--- config.mk ---
export PLATFORM = sky130hd
export DESIGN_NAME = crypto_block_feeder_flat
export DESIGN_NICKNAME = d
export VERILOG_FILES = /design/src/rtl/crypto_block_feeder_if.sv /design/src/rtl/crypto_block_feeder.sv /design/src/flat_wrapper.sv
export SDC_FILE = /design/constraint.sdc
export NUM_CORES = 1
export LEC_CHECK = 0
export CAP_MARGIN = 40
export CORE_AREA = 2 2 259 261
export CTS_BUF_LIST = sky130_fd_sc_hd__clkbuf_4 sky130_fd_sc_hd__clkbuf_8
export CTS_CLUSTER_SIZE = 14
export DETAILED_ROUTE_END_ITERATION = 10
export DIE_AREA = 0 0 261 263
export DONT_BUFFER_PORTS = 1
export GPL_TIMING_DRIVEN = 0
export SLEW_MARGIN = 10
export SYNTH_ARGS = -nofsm -noshare
export SYNTH_HDL_FRONTEND = slang
export SYNTH_SLANG_ARGS = --single-unit
--- constraint.sdc ---
create_clock -name clk -period 34.7 [get_ports clk]
set_input_delay 3.47 -clock clk [delete_from_list [all_inputs] [get_ports clk]]
set_output_delay 3.47 -clock clk [all_outputs]
set_load 0.05 [all_outputs]
--- src/rtl/crypto_block_feeder_if.sv ---
// Bus bundle between the cipher job feeder and its surroundings:
// key load, plaintext byte stream, engine handshake, ciphertext output.
interface crypto_block_feeder_if #(
  parameter int CNT_W = 16
);
  logic [127:0]     key_in;
  logic             key_load;
  logic [7:0]       in_byte;
  logic             in_valid;
  logic             in_ready;
  logic [127:0]     plaintext;
  logic [127:0]     cipher_key;
  logic             encrypt_start;
  logic [127:0]     ciphertext;
  logic             encrypt_done;
  logic [127:0]     ct_out;
  logic             ct_valid;
  logic             ct_ready;
  logic [CNT_W-1:0] block_count;
  logic             timeout_err;
  logic             clear_err;

  // feeder side
  modport master (
    input  key_in, key_load, in_byte, in_valid, ciphertext, encrypt_done,
           ct_ready, clear_err,
    output in_ready, plaintext, cipher_key, encrypt_start, ct_out, ct_valid,
           block_count, timeout_err
  );

  // producer / engine / consumer side
  modport slave (
    output key_in, key_load, in_byte, in_valid, ciphertext, encrypt_done,
           ct_ready, clear_err,
    input  in_ready, plaintext, cipher_key, encrypt_start, ct_out, ct_valid,
           block_count, timeout_err
  );
endinterface

--- src/rtl/crypto_block_feeder.sv ---
// Job controller for the 128-bit round cipher: latches a key, packs 16
// stream bytes into a block, kicks the engine, waits for done with a
// timeout and holds the ciphertext until the consumer takes it.
module crypto_block_feeder #(
  parameter int TIMEOUT = 32,
  parameter int CNT_W   = 16
) (
  input logic             clk,
  input logic             rst,
  crypto_block_feeder_if.master bus
);

  typedef enum logic [1:0] {FILL, START, WAIT, HOLD} state_t;

  localparam logic [7:0] TMO_LAST = 8'(TIMEOUT - 1);

  state_t             state, state_nxt;
  logic               key_valid;
  logic [3:0]         byte_cnt;
  logic [7:0]         timer;
  logic [15:0][7:0]   pt_q;      // lane 15 is the first byte, at [127:120]
  logic [127:0]       key_q;
  logic [127:0]       ct_q;
  logic [CNT_W-1:0]   blk_cnt_q;
  logic               err_q;

  logic in_ready, encrypt_start, ct_valid;
  logic byte_hs, ct_hs, tmo_hit, key_ok;

  assign byte_hs = bus.in_valid & in_ready;
  assign ct_hs   = ct_valid & bus.ct_ready;
  // done has priority over timeout in the same cycle
  assign tmo_hit = (state == WAIT) & ~bus.encrypt_done & (timer == TMO_LAST);
  // key is frozen while the engine owns it
  assign key_ok  = bus.key_load & ((state == FILL) | (state == HOLD));

  // state register
  always_ff @(posedge clk or posedge rst) begin
    if (rst) state <= FILL;
    else     state <= state_nxt;
  end

  // next-state logic
  always_comb begin
    state_nxt = state;
    case (state)
      FILL:  if (byte_hs && byte_cnt == 4'd15) state_nxt = START;
      START: state_nxt = WAIT;
      WAIT:  if (bus.encrypt_done) state_nxt = HOLD;
             else if (tmo_hit)     state_nxt = FILL;
      HOLD:  if (ct_hs) state_nxt = FILL;
      default: state_nxt = FILL;
    endcase
  end

  // state-decoded outputs
  always_comb begin
    in_ready      = 1'b0;
    encrypt_start = 1'b0;
    ct_valid      = 1'b0;
    case (state)
      FILL:    in_ready      = key_valid;
      START:   encrypt_start = 1'b1;
      HOLD:    ct_valid      = 1'b1;
      default: ;
    endcase
  end

  // datapath: key, byte packing, timer, ciphertext capture, counters
  always_ff @(posedge clk or posedge rst) begin
    if (rst) begin
      key_valid <= 1'b0;
      key_q     <= '0;
      byte_cnt  <= '0;
      pt_q      <= '0;
      timer     <= '0;
      ct_q      <= '0;
      blk_cnt_q <= '0;
      err_q     <= 1'b0;
    end else begin
      if (key_ok) begin
        key_q     <= bus.key_in;
        key_valid <= 1'b1;
      end
      // byte_cnt wraps 15 -> 0 on the closing handshake
      if (byte_hs) begin
        byte_cnt <= byte_cnt + 4'd1;
        for (int i = 0; i < 16; i++)
          if (byte_cnt == 4'(i)) pt_q[15-i] <= bus.in_byte;
      end
      if (state == START)
        timer <= '0;
      else if (state == WAIT && !bus.encrypt_done)
        timer <= timer + 8'd1;
      if (state == WAIT && bus.encrypt_done)
        ct_q <= bus.ciphertext;
      if (ct_hs)
        blk_cnt_q <= blk_cnt_q + 1'b1;
      // a new timeout beats a simultaneous clear
      if (tmo_hit)            err_q <= 1'b1;
      else if (bus.clear_err) err_q <= 1'b0;
    end
  end

  assign bus.in_ready      = in_ready;
  assign bus.encrypt_start = encrypt_start;
  assign bus.ct_valid      = ct_valid;
  assign bus.plaintext     = pt_q;
  assign bus.cipher_key    = key_q;
  assign bus.ct_out        = ct_q;
  assign bus.block_count   = blk_cnt_q;
  assign bus.timeout_err   = err_q;

endmodule

--- src/flat_wrapper.sv ---
// flat-port wrapper written by rule: the top's interface ports become plain ports
module crypto_block_feeder_flat 
#(
  parameter int TIMEOUT = 32,
  parameter int CNT_W   = 16
)
  (clk, rst, bus_key_in, bus_key_load, bus_in_byte, bus_in_valid, bus_ciphertext, bus_encrypt_done, bus_ct_ready, bus_clear_err, bus_in_ready, bus_plaintext, bus_cipher_key, bus_encrypt_start, bus_ct_out, bus_ct_valid, bus_block_count, bus_timeout_err);
  crypto_block_feeder_if #(.CNT_W(CNT_W)) bus_i ();
  input logic clk;
  input logic rst;
  input wire logic [$bits(bus_i.key_in)-1:0] bus_key_in;
  input wire logic [$bits(bus_i.key_load)-1:0] bus_key_load;
  input wire logic [$bits(bus_i.in_byte)-1:0] bus_in_byte;
  input wire logic [$bits(bus_i.in_valid)-1:0] bus_in_valid;
  input wire logic [$bits(bus_i.ciphertext)-1:0] bus_ciphertext;
  input wire logic [$bits(bus_i.encrypt_done)-1:0] bus_encrypt_done;
  input wire logic [$bits(bus_i.ct_ready)-1:0] bus_ct_ready;
  input wire logic [$bits(bus_i.clear_err)-1:0] bus_clear_err;
  output wire logic [$bits(bus_i.in_ready)-1:0] bus_in_ready;
  output wire logic [$bits(bus_i.plaintext)-1:0] bus_plaintext;
  output wire logic [$bits(bus_i.cipher_key)-1:0] bus_cipher_key;
  output wire logic [$bits(bus_i.encrypt_start)-1:0] bus_encrypt_start;
  output wire logic [$bits(bus_i.ct_out)-1:0] bus_ct_out;
  output wire logic [$bits(bus_i.ct_valid)-1:0] bus_ct_valid;
  output wire logic [$bits(bus_i.block_count)-1:0] bus_block_count;
  output wire logic [$bits(bus_i.timeout_err)-1:0] bus_timeout_err;
  assign bus_i.key_in = bus_key_in;
  assign bus_i.key_load = bus_key_load;
  assign bus_i.in_byte = bus_in_byte;
  assign bus_i.in_valid = bus_in_valid;
  assign bus_i.ciphertext = bus_ciphertext;
  assign bus_i.encrypt_done = bus_encrypt_done;
  assign bus_i.ct_ready = bus_ct_ready;
  assign bus_i.clear_err = bus_clear_err;
  assign bus_in_ready = bus_i.in_ready;
  assign bus_plaintext = bus_i.plaintext;
  assign bus_cipher_key = bus_i.cipher_key;
  assign bus_encrypt_start = bus_i.encrypt_start;
  assign bus_ct_out = bus_i.ct_out;
  assign bus_ct_valid = bus_i.ct_valid;
  assign bus_block_count = bus_i.block_count;
  assign bus_timeout_err = bus_i.timeout_err;
  crypto_block_feeder #(.TIMEOUT(TIMEOUT), .CNT_W(CNT_W)) u_core (.clk(clk), .rst(rst), .bus(bus_i));
endmodule
==> flow_summary.yaml, run 1 <==
synthesis:
  yosys.area_share.simple_pct: 4.16
  synth_edf_count: 0
  synth_top_family_by_area: "multiplexers"
  synth_top_area_cell: "dfrtp_1"
  synthXorXnorAreaFrac_pct: 1.36
  synth.avg_cell_area_sq_um: 16.4
  yosys.area_share.adder_pct: 0.856
  ys_warn_count: 0
  synth_top_area_share_pct: 64.8
  synth_ff_type: "dfrtp_1"
  synth_area_leaders: "dfrtp_1, mux2_2, nor2_8"
  muxShareOfSynthArea_pct: 27.1
  ys_seq_elements: 416
  synth_compound_area_share_pct: 0.218
  synth_fp_nets: 1264
  ys_seq_area_share_pct: 64.8
  ys_top_cells_by_count: "dfrtp_1, mux2_2, buf_2"
  synth_area_sq_um: 16100
  synthCells: 982
  async_reset_ff_share_pct: 100
  synth_cell_types: 42
  synth.most_common_cell: "dfrtp_1"
global_route:
  grt-busiest-layer: "met2"
  grt_overflow: 0
  antenna_found_initial: 8
  first_global_vias: 9550
  grt_pass1_wl_mm: 64.0
  grt_max_degree: 112
  grt_usage_pct: 12.4
  grtUsageMet3_pct: 4.90
  grt_use_met1_pct: 13.4
  grt_use_met2_pct: 21.6
timing:
  tightest_slew_ns: 0.723
  setup_viol: 0
  skew_ns: 0.0315
  rsz0062_at_grt: "no"
  slew_headroom_pct: 51.8
  fin_crit_ns: 5.37
  fin_tns_setup_ns: 0
  maxSlewViolCount: 0
  clock.fmax_ghz: 0.186
  finalHoldViolCount: 0
  fin_crit_sh_pct: 15.5
clock_network:
  cts_resized: 0
  tritoncts: "built"
  clockBufferDepth: 3
  cts.reportedPaths.clkPinSlew_ns: 0.06
  cts_sinks: 416
  cts_root_buf: "clkbuf_8"
  htree_levels: 3
  clk_latency_ns: 0.62
  post_cts_buffers: 0
  cts_buffers: 73
  holdBufCountCts: 0
setup_path:
  crit_type: "register to output port"
  cp.required_ns: 31.23
  worstPathCellList: "inv_1 -> ha_1 -> and2_1"
  critPathArrivalTime_ns: 1.90
  r2r_setup_slack_ns: 32.08
  slowest_delay_ns: 0.50
  start_kind: "register"
  slowest_stage: "and2_1"
  critPathCaptureType: "output port"
  critPathMaxFanout: 4
floorplanning:
  core-area_sq_um: 65600
  initial_core_util_pct: 24.5
  die_area_sq_um: 68600
  fp.dieH_um: 263
  rows: 94
  die_x_um: 261
  pin_count: 675
detailed_routing:
  initialDrtViolationCount: 415
  viasPerCell: 4.37
  dr.pass1.iters: 4
  route.detailed.drc: 0
  vias: 8610
  ant_nets: 0
  wl_per_cell_um: 22.3
  finalWirelength_mm: 43.9
run_status:
  status: "finished clean"
placed_design:
  finalWeightedCongestion: 0.855
  portBuffers: 0
  dp_hpwl_mm: 33.6
finish:
  area_delta_synth_final_pct: 16.6
  fin_nets: 1342
  layout-drive-gt1-share_pct: 50.9
hold_path:
  holdCritPathClass: "register to register"
run:
  cap_violations: 0
-- critical path, delay by kind of cell, from the launching register on --
| kind | cells | cell delay, ns |
|---|---|---|
| and+or+nand+nor | 1 | 0.50 |
| adders and majority gates | 1 | 0.23 |
| DFF | 1 | 0.42 |
| buffers and inverters | 1 | 0.15 |
-- final timing paths --
kind	end	cells after the start	startpoint
hold / removal	u_core.key_valid$_DFFE_PP0P_	1	u_core.key_valid$_DFFE_PP0P_
setup reg to reg	u_core.bus.cipher_key[99]$_DFFE_PP0P_	6	u_core.state[1]$_DFFE_PP0P_
max in group asynchronous	u_core.bus.plaintext[16]$_DFFE_PP0P_	3	rst
hold reg to reg	u_core.key_valid$_DFFE_PP0P_	1	u_core.key_valid$_DFFE_PP0P_
setup / recovery	bus_in_ready	3	u_core.state[1]$_DFFE_PP0P_
min in group asynchronous	u_core.bus.cipher_key[115]$_DFFE_PP0P_	1	rst
-- sequential cells by signal, summed over array words and instances (netlist names) --
register                flops
u_core.bus.cipher_key     128
u_core.bus.ct_out         128
u_core.bus.plaintext      128
u_core.bus.block_count     16
u_core.timer                8
u_core.byte_cnt             4
u_core.state                2
u_core.bus.timeout_err      1
u_core.key_valid            1
-- cell families after synthesis --
family	count (synthesis)
flip-flops	416
XOR/XNOR	25
multiplexers	387
AND/OR/NAND/NOR	88
adder cells (fa/ha/maj)	11
buffers and inverters	50
AO/OA/AOI/OAI	5
-- routing by layer --
metal,vias to the layer above,wire [um]
met5,-,0
met4,0,1390
met3,85,4160
met2,418,22800
met1,4499,15600
li1,3608,-
-- cell type report --
class                      count  area (sq um)
antenna                        6          15.0
buffer                        43           221
clock buffer                 103          1310
clock inverter                14           166
fill                        6620         46900
inverter                       7          33.8
multi-input combinational    516          5420
sequential                   416         10400
tap                          864          1080
timing repair buffer           3          82.6
-- metrics by stage --
step / setup WS, ns / instance area (sq um) / util, % / cells / hold slack, ns
after detailed placement: 29.43 / 17200 / 26.3 / 1849 / 0.510
after global routing: 29.16 / 18700 / 28.5 / 1972 / 0.552
after CTS: 29.23 / 18700 / 28.5 / 1966 / 0.523
final: 29.33 / 18700 / 28.5 / 1972 / 0.518
after floorplan: 19.65 / 16100 / - / 982 / 0.480
after global placement: 15.98 / 17200 / 26.1 / 1846 / 0.496
-- layout by cell type, fill, tap and decap left out, types with 5 or more instances in the layout --
cell type  count
dfrtp_1      416
mux2_2       382
clkbuf_8      86
buf_2         26
clkbuf_4      17
nor2_1        14
nand2_1       13
xnor2_1       13
clkbuf_1      12
xor2_1        12
ha_1          11
nand4_1       10
nand3_1        8
nor2_8         8
diode_2        6
inv_1          6
inv_6          5
clkinv_2       5
Power of run 1 is not shown: default switching activity piles up to over one toggle a cycle in this logic, so the estimate is an artifact.
==> inputs of run 2 (changes only) <==
clock period = 4.9 ns   (was 34.7 ns; I/O delays follow)
==> flow_summary.yaml, run 2 (same netlist as run 1, synthesis figures left out) <==
global_route:
  grt_use_met2_pct: 24.7
  grt-busiest-layer: "met2"
  first_global_vias: 11200
  grt_usage_pct: 13.7
  grt_overflow: 0
  antenna_found_initial: 8
  grtUsageMet3_pct: 5.12
  grt_pass1_wl_mm: 71.4
  grt_max_degree: 43
  grt_use_met1_pct: 13.8
finish:
  area_delta_synth_final_pct: 35.0
  final_common_cell: "dfrtp_1"
  fillers: 6302
  layout-drive-gt1-share_pct: 41.9
  fin_nets: 1621
  mostFrequentLayoutCells: "dfrtp_1, mux2_2, dlygate4sd3_1"
placed_design:
  dp_slack_ns: 2.33
  dp_hpwl_mm: 34.5
  portBuffers: 0
  finalWeightedCongestion: 0.858
floorplanning:
  die_x_um: 261
  die_area_sq_um: 68600
  rows: 94
  fp.dieH_um: 263
  initial_core_util_pct: 24.5
  core-area_sq_um: 65600
  pin_count: 675
detailed_routing:
  wl_per_cell_um: 21.3
  route.detailed.drc: 0
  finalWirelength_mm: 48.3
  ant_nets: 0
  initialDrtViolationCount: 289
  dr.pass1.iters: 4
  vias: 9762
  viasPerCell: 4.31
clock_network:
  cts_root_buf: "clkbuf_8"
  htree_levels: 3
  tritoncts: "built"
  cts_sinks: 416
  clk_latency_ns: 0.63
  cts_buffers: 74
  cts.reportedPaths.clkPinSlew_ns: 0.05
  clockBufferDepth: 3
  cts_resized: 0
hold_path:
  holdCritPathClass: "primary input to register"
  holdPathStages: 4
timing:
  tightest_slew_ns: 0.806
  skew_ns: 0.0328
  clock.fmax_ghz: 0.386
  fin_crit_sh_pct: 52.8
  finalHoldViolCount: 0
  setup_viol: 0
  finalWorstSetupSlack_ns: 2.31
  rsz0062_at_grt: "no"
  slew_headroom_pct: 46.3
  holdWs_ns: 0.260
  maxSlewViolCount: 0
  fin_crit_ns: 2.59
setup_path:
  reg2regPathDepth: 7
  critPathArrivalTime_ns: 3.08
  critPathCaptureType: "register"
  start_kind: "register"
  critPathMaxFanout: 10
  cp.required_ns: 5.39
  crit_type: "register to register"
run_status:
  status: "finished clean"
run:
  cap_violations: 0
## run 2: area by class of cell
type | instances | area, sq um | area share (%)
diodes | 6 | 15.0 | 0.0692
clock buffers | 116 | 1420 | 6.55
flip-flops and latches | 416 | 10400 | 48.0
multi-input cells | 516 | 5420 | 24.9
well taps | 864 | 1080 | 4.98
plain buffers | 43 | 221 | 1.02
inverters | 7 | 30.0 | 0.138
clock inverters | 16 | 184 | 0.847
repair buffers | 281 | 2930 | 13.5
## run 2: timing repair
action | in CTS | in global routing
setup buffers | 0 | 0
hold buffers | 269 | 0
endpoints found under the hold margin | 339 | 0
## run 2: path summary, 6_finish.rpt
check                                                         end                    startpoint  slack, ns
hold reg to reg                      u_core.key_valid$_DFFE_PP0P_  u_core.key_valid$_DFFE_PP0P_       0.52
max in group asynchronous   u_core.bus.plaintext[105]$_DFFE_PP0P_                           rst       3.20
setup / recovery           u_core.bus.cipher_key[103]$_DFFE_PP0P_   u_core.state[0]$_DFFE_PP0P_       2.31
setup reg to reg           u_core.bus.cipher_key[103]$_DFFE_PP0P_   u_core.state[0]$_DFFE_PP0P_       2.31
hold / removal                        u_core.timer[6]$_DFFE_PP0P_              bus_encrypt_done       0.26
min in group asynchronous       u_core.bus.ct_out[21]$_DFFE_PP0P_                           rst       0.49
## run 2: critical path, cell delays in order, from the launching register on
cell	delay [ns]
dfrtp_1	0.39
inv_1	0.11
ha_1	0.30
nor2b_1	0.17
buf_4	0.22
clkbuf_1	0.48
buf_2	0.39
mux2_2	0.38
## run 2: per-layer routing
metal | wire length (um) | part of all wire [%]
met1 | 16600 | 34
met2 | 25400 | 53
met3 | 4600 | 9.5
met4 | 1770 | 3.7
met5 | 0 | 0
## run 2: stage by stage
stage	utilization [%]	TNS (ns)	instances	area, sq um
6_report	33.1	0	2265	21700
5_1_grt	33.1	0	2263	21700
4_1_cts	33.1	0	2259	21700
3_5_place_dp	26.5	0	1858	17400
3_3_place_gp	26.1	-1245.04	1846	17200
2_1_floorplan	-	-499.02	982	16100
Power of run 2 is left out for the same reason.
==> RTL change: new RTL, settings of run 2 <==
`CNT_W` is set to 16 in 3 places; all go to 24.
--- a/src/rtl/crypto_block_feeder_if.sv
+++ b/src/rtl/crypto_block_feeder_if.sv
@@ -1,7 +1,7 @@
 // Bus bundle between the cipher job feeder and its surroundings:
 // key load, plaintext byte stream, engine handshake, ciphertext output.
 interface crypto_block_feeder_if #(
-  parameter int CNT_W = 16
+  parameter int CNT_W = 24
 );
   logic [127:0]     key_in;
   logic             key_load;
--- a/src/rtl/crypto_block_feeder.sv
+++ b/src/rtl/crypto_block_feeder.sv
@@ -3,7 +3,7 @@
 // timeout and holds the ciphertext until the consumer takes it.
 module crypto_block_feeder #(
   parameter int TIMEOUT = 32,
-  parameter int CNT_W   = 16
+  parameter int CNT_W   = 24
 ) (
   input logic             clk,
   input logic             rst,
--- a/src/flat_wrapper.sv
+++ b/src/flat_wrapper.sv
@@ -2,7 +2,7 @@
 module crypto_block_feeder_flat 
 #(
   parameter int TIMEOUT = 32,
-  parameter int CNT_W   = 16
+  parameter int CNT_W   = 24
 )
   (clk, rst, bus_key_in, bus_key_load, bus_in_byte, bus_in_valid, bus_ciphertext, bus_encrypt_done, bus_ct_ready, bus_clear_err, bus_in_ready, bus_plaintext, bus_cipher_key, bus_encrypt_start, bus_ct_out, bus_ct_valid, bus_block_count, bus_timeout_err);
   crypto_block_feeder_if #(.CNT_W(CNT_W)) bus_i ();
Ports: changed (resized bus_block_count); port bits go from 675 to 683. No check against the original RTL was run, so the function may have changed too.
==> RTL change against run 2 <==
Critical path depth is 1 lower; final area increased by 0.82%; routed wire length is essentially flat; worst setup slack worse by 0.15 ns; area after synthesis grew 1.2%; sequential cell count up 8; hold slack lost 0.14 ns; first-iteration DRC count is 67% higher; critical path type unchanged.
Power is left out: the tool's default activity adds up to more than one toggle a clock period on the data nets, which glitch-free logic cannot reach.
==> RTL change: results (changes against run 2) <==
----------------------------------------------------
[Run status]
  Run status ... completed

[Synthesis]
  Sequential fraction of the synthesis area ... 65.3% (+0.49 points)
  Synth top cells by count ... sky130_fd_sc_hd__dfrtp_1, sky130_fd_sc_hd__mux2_2, sky130_fd_sc_hd__nand2_1
  Area contributors post-synth ... sky130_fd_sc_hd__dfrtp_1, sky130_fd_sc_hd__mux2_2, sky130_fd_sc_hd__xnor2_1
  Average instance area after synthesis ... 16.1 um2 (-1.8%)
  Mux cell area share after synthesis ... 26.7% (-0.36 points)
  Post-synthesis async set-or-reset flop share ... 100% (unchanged)
  Number of different library cells in the post-synthesis netlist ... 43 (+2.4%)
  Adder and majority gate portion of the synthesized area ... 0.847% (-0.0098 points)
  Post-synthesis xor/xnor area fraction ... 1.67% (+0.31 points)
  Area fraction in compound gates after synthesis ... 0.546% (+0.33 points)
  Synthesized net count ... 1294 (+2.4%)

[Global route]
  Pin count of the biggest net entering global routing ... 42 (-2.3%)
  Initial antenna violation count ... 2 (-6)
  GR Util met3 ... 5.19% (+0.067 points)
  Wire length of the first global-routing pass ... 71800 um (+0.49%)
  Overall track demand over capacity in global routing ... 13.7% (-0.029 points)
  Number of global-route vias before repair ... 11600 (+3.5%)
  Met2 Use GR ... 24.4% (-0.29 points)
  Met1 usage ... 14.0% (+0.21 points)

[Place]
  Sum of net half-perimeters after detailed placement ... 34900 um (+0.94%)
  Post-place setup slack ... 2.07 ns (-0.257 ns)
  Number of instances in the placed design ... 1887 (+1.6%)
  Global placer's final weighted congestion ... 0.832 (-3.0%)

[Worst hold path]
  Class of the tightest hold or removal check ... primary input to flip-flop

[Cells and area]
  Ratio of cells with drive above 1 in the final layout ... 39.3% (-2.6 points)
  Number of non-clock buffers ... 316 (-2.5%)
  Antenna cells ... 2 (-4)
  Multi-input gate area in the final layout ... 0.00544 mm2 (+0.39%)
  Nets ... 1647 (+1.6%)
  Final sequential cell count ... 424 (+1.9%)
  Number of signal-net inverters in the final layout ... 9 (+2)
  Sequential cell area in the final layout ... 0.0106 mm2 (+1.9%)
  Clock network contribution to total cell area ... 7.51% (+0.12 points)
  Layout non-clock buf frac ... 14.0% (-0.48 points)
  Layout clock buffers ... 107 (-7.8%)
  Layout multi-input combinational cell count ... 541 (+4.8%)
  Count of fill cells added during filler insertion ... 6286 (-0.25%)

[STA]
  Slew at the pin closest to its max-slew limit ... 0.754 ns (-0.0515 ns)
  Worst Skew ... 0.0286 ns (-0.00424 ns)

[Critical path]
  Crit path arrival time ... 3.21 ns (+0.13 ns)
  Slowest stage cell, crit path ... sky130_fd_sc_hd__nor2b_1

[Clock tree]
  Clk pin slew, worst setup/hold paths ... 0.06 ns
  CTS buffer count ... 73 (-1.4%)

[Detailed routing]
  Initial DRC count ... 482 (+67%)
  Post-detailed-route wirelength per cell ... 21.2 um (-0.82%)
  Via density per instance ... 4.37 (+1.5%)
  Aggregate routed wire length ... 48300 um (about the same)

----------------------------------------------------
==> RTL change: changes by cell type after synthesis, sizes merged, moves of 3 or more <==
cell,run 2,this run
nand2,19,38
o21ai,1,4
xor2,12,9
or3,0,5
dfrtp,416,424
nor3,3,7
xnor2,13,22
buf,31,28
nor2,28,15
==> RTL change: critical path, delay by kind of cell (launching register included) <==
family	cells	cell delay (ns)
DFF	1	0.41
buffers and inverters	3	1.08
muxes	1	0.39
adders and majority gates	1	0.25
and+or+nand+nor	1	0.49
==> RTL change: metrics by stage <==
stage	instance area, um2	setup TNS (ns)	hold WS, ns
after floorplan	16300	-556.06	0.494
after global placement	17300	-1339.90	0.521
after detailed placement	17600	0	0.459
after CTS	21900	0	0.0135
after global routing	21900	0	0.0549
final	21900	0	0.116
==> RTL change: final timing paths <==
check,cells past startpoint,startpoint,slack [ns],end
setup / recovery,6,u_core.state[0],2.17,u_core.bus.cipher_key[67]
hold / removal,2,bus_ct_ready,0.12,u_core.bus.block_count[0]
setup reg to reg,6,u_core.state[0],2.17,u_core.bus.cipher_key[67]
hold reg to reg,1,u_core.state[1],0.54,u_core.state[1]
max in group asynchronous,6,rst,3.02,u_core.bus.plaintext[47]
min in group asynchronous,2,rst,0.42,u_core.bus.ct_out[113]
==> RTL change: layer usage <==
layer  vias to the layer above  part of all wire [%]
li1                       4283                     -
met1                      5115                    34
met2                       471                    52
met3                       110                   9.6
met4                         0                   3.6
met5                         -                     0
==> RTL change: what timing repair did <==
action | 4_1_cts | 5_1_grt
setup buffers | 0 | 0
endpoints found under the hold margin | 330 | 0
hold buffers | 267 | 0
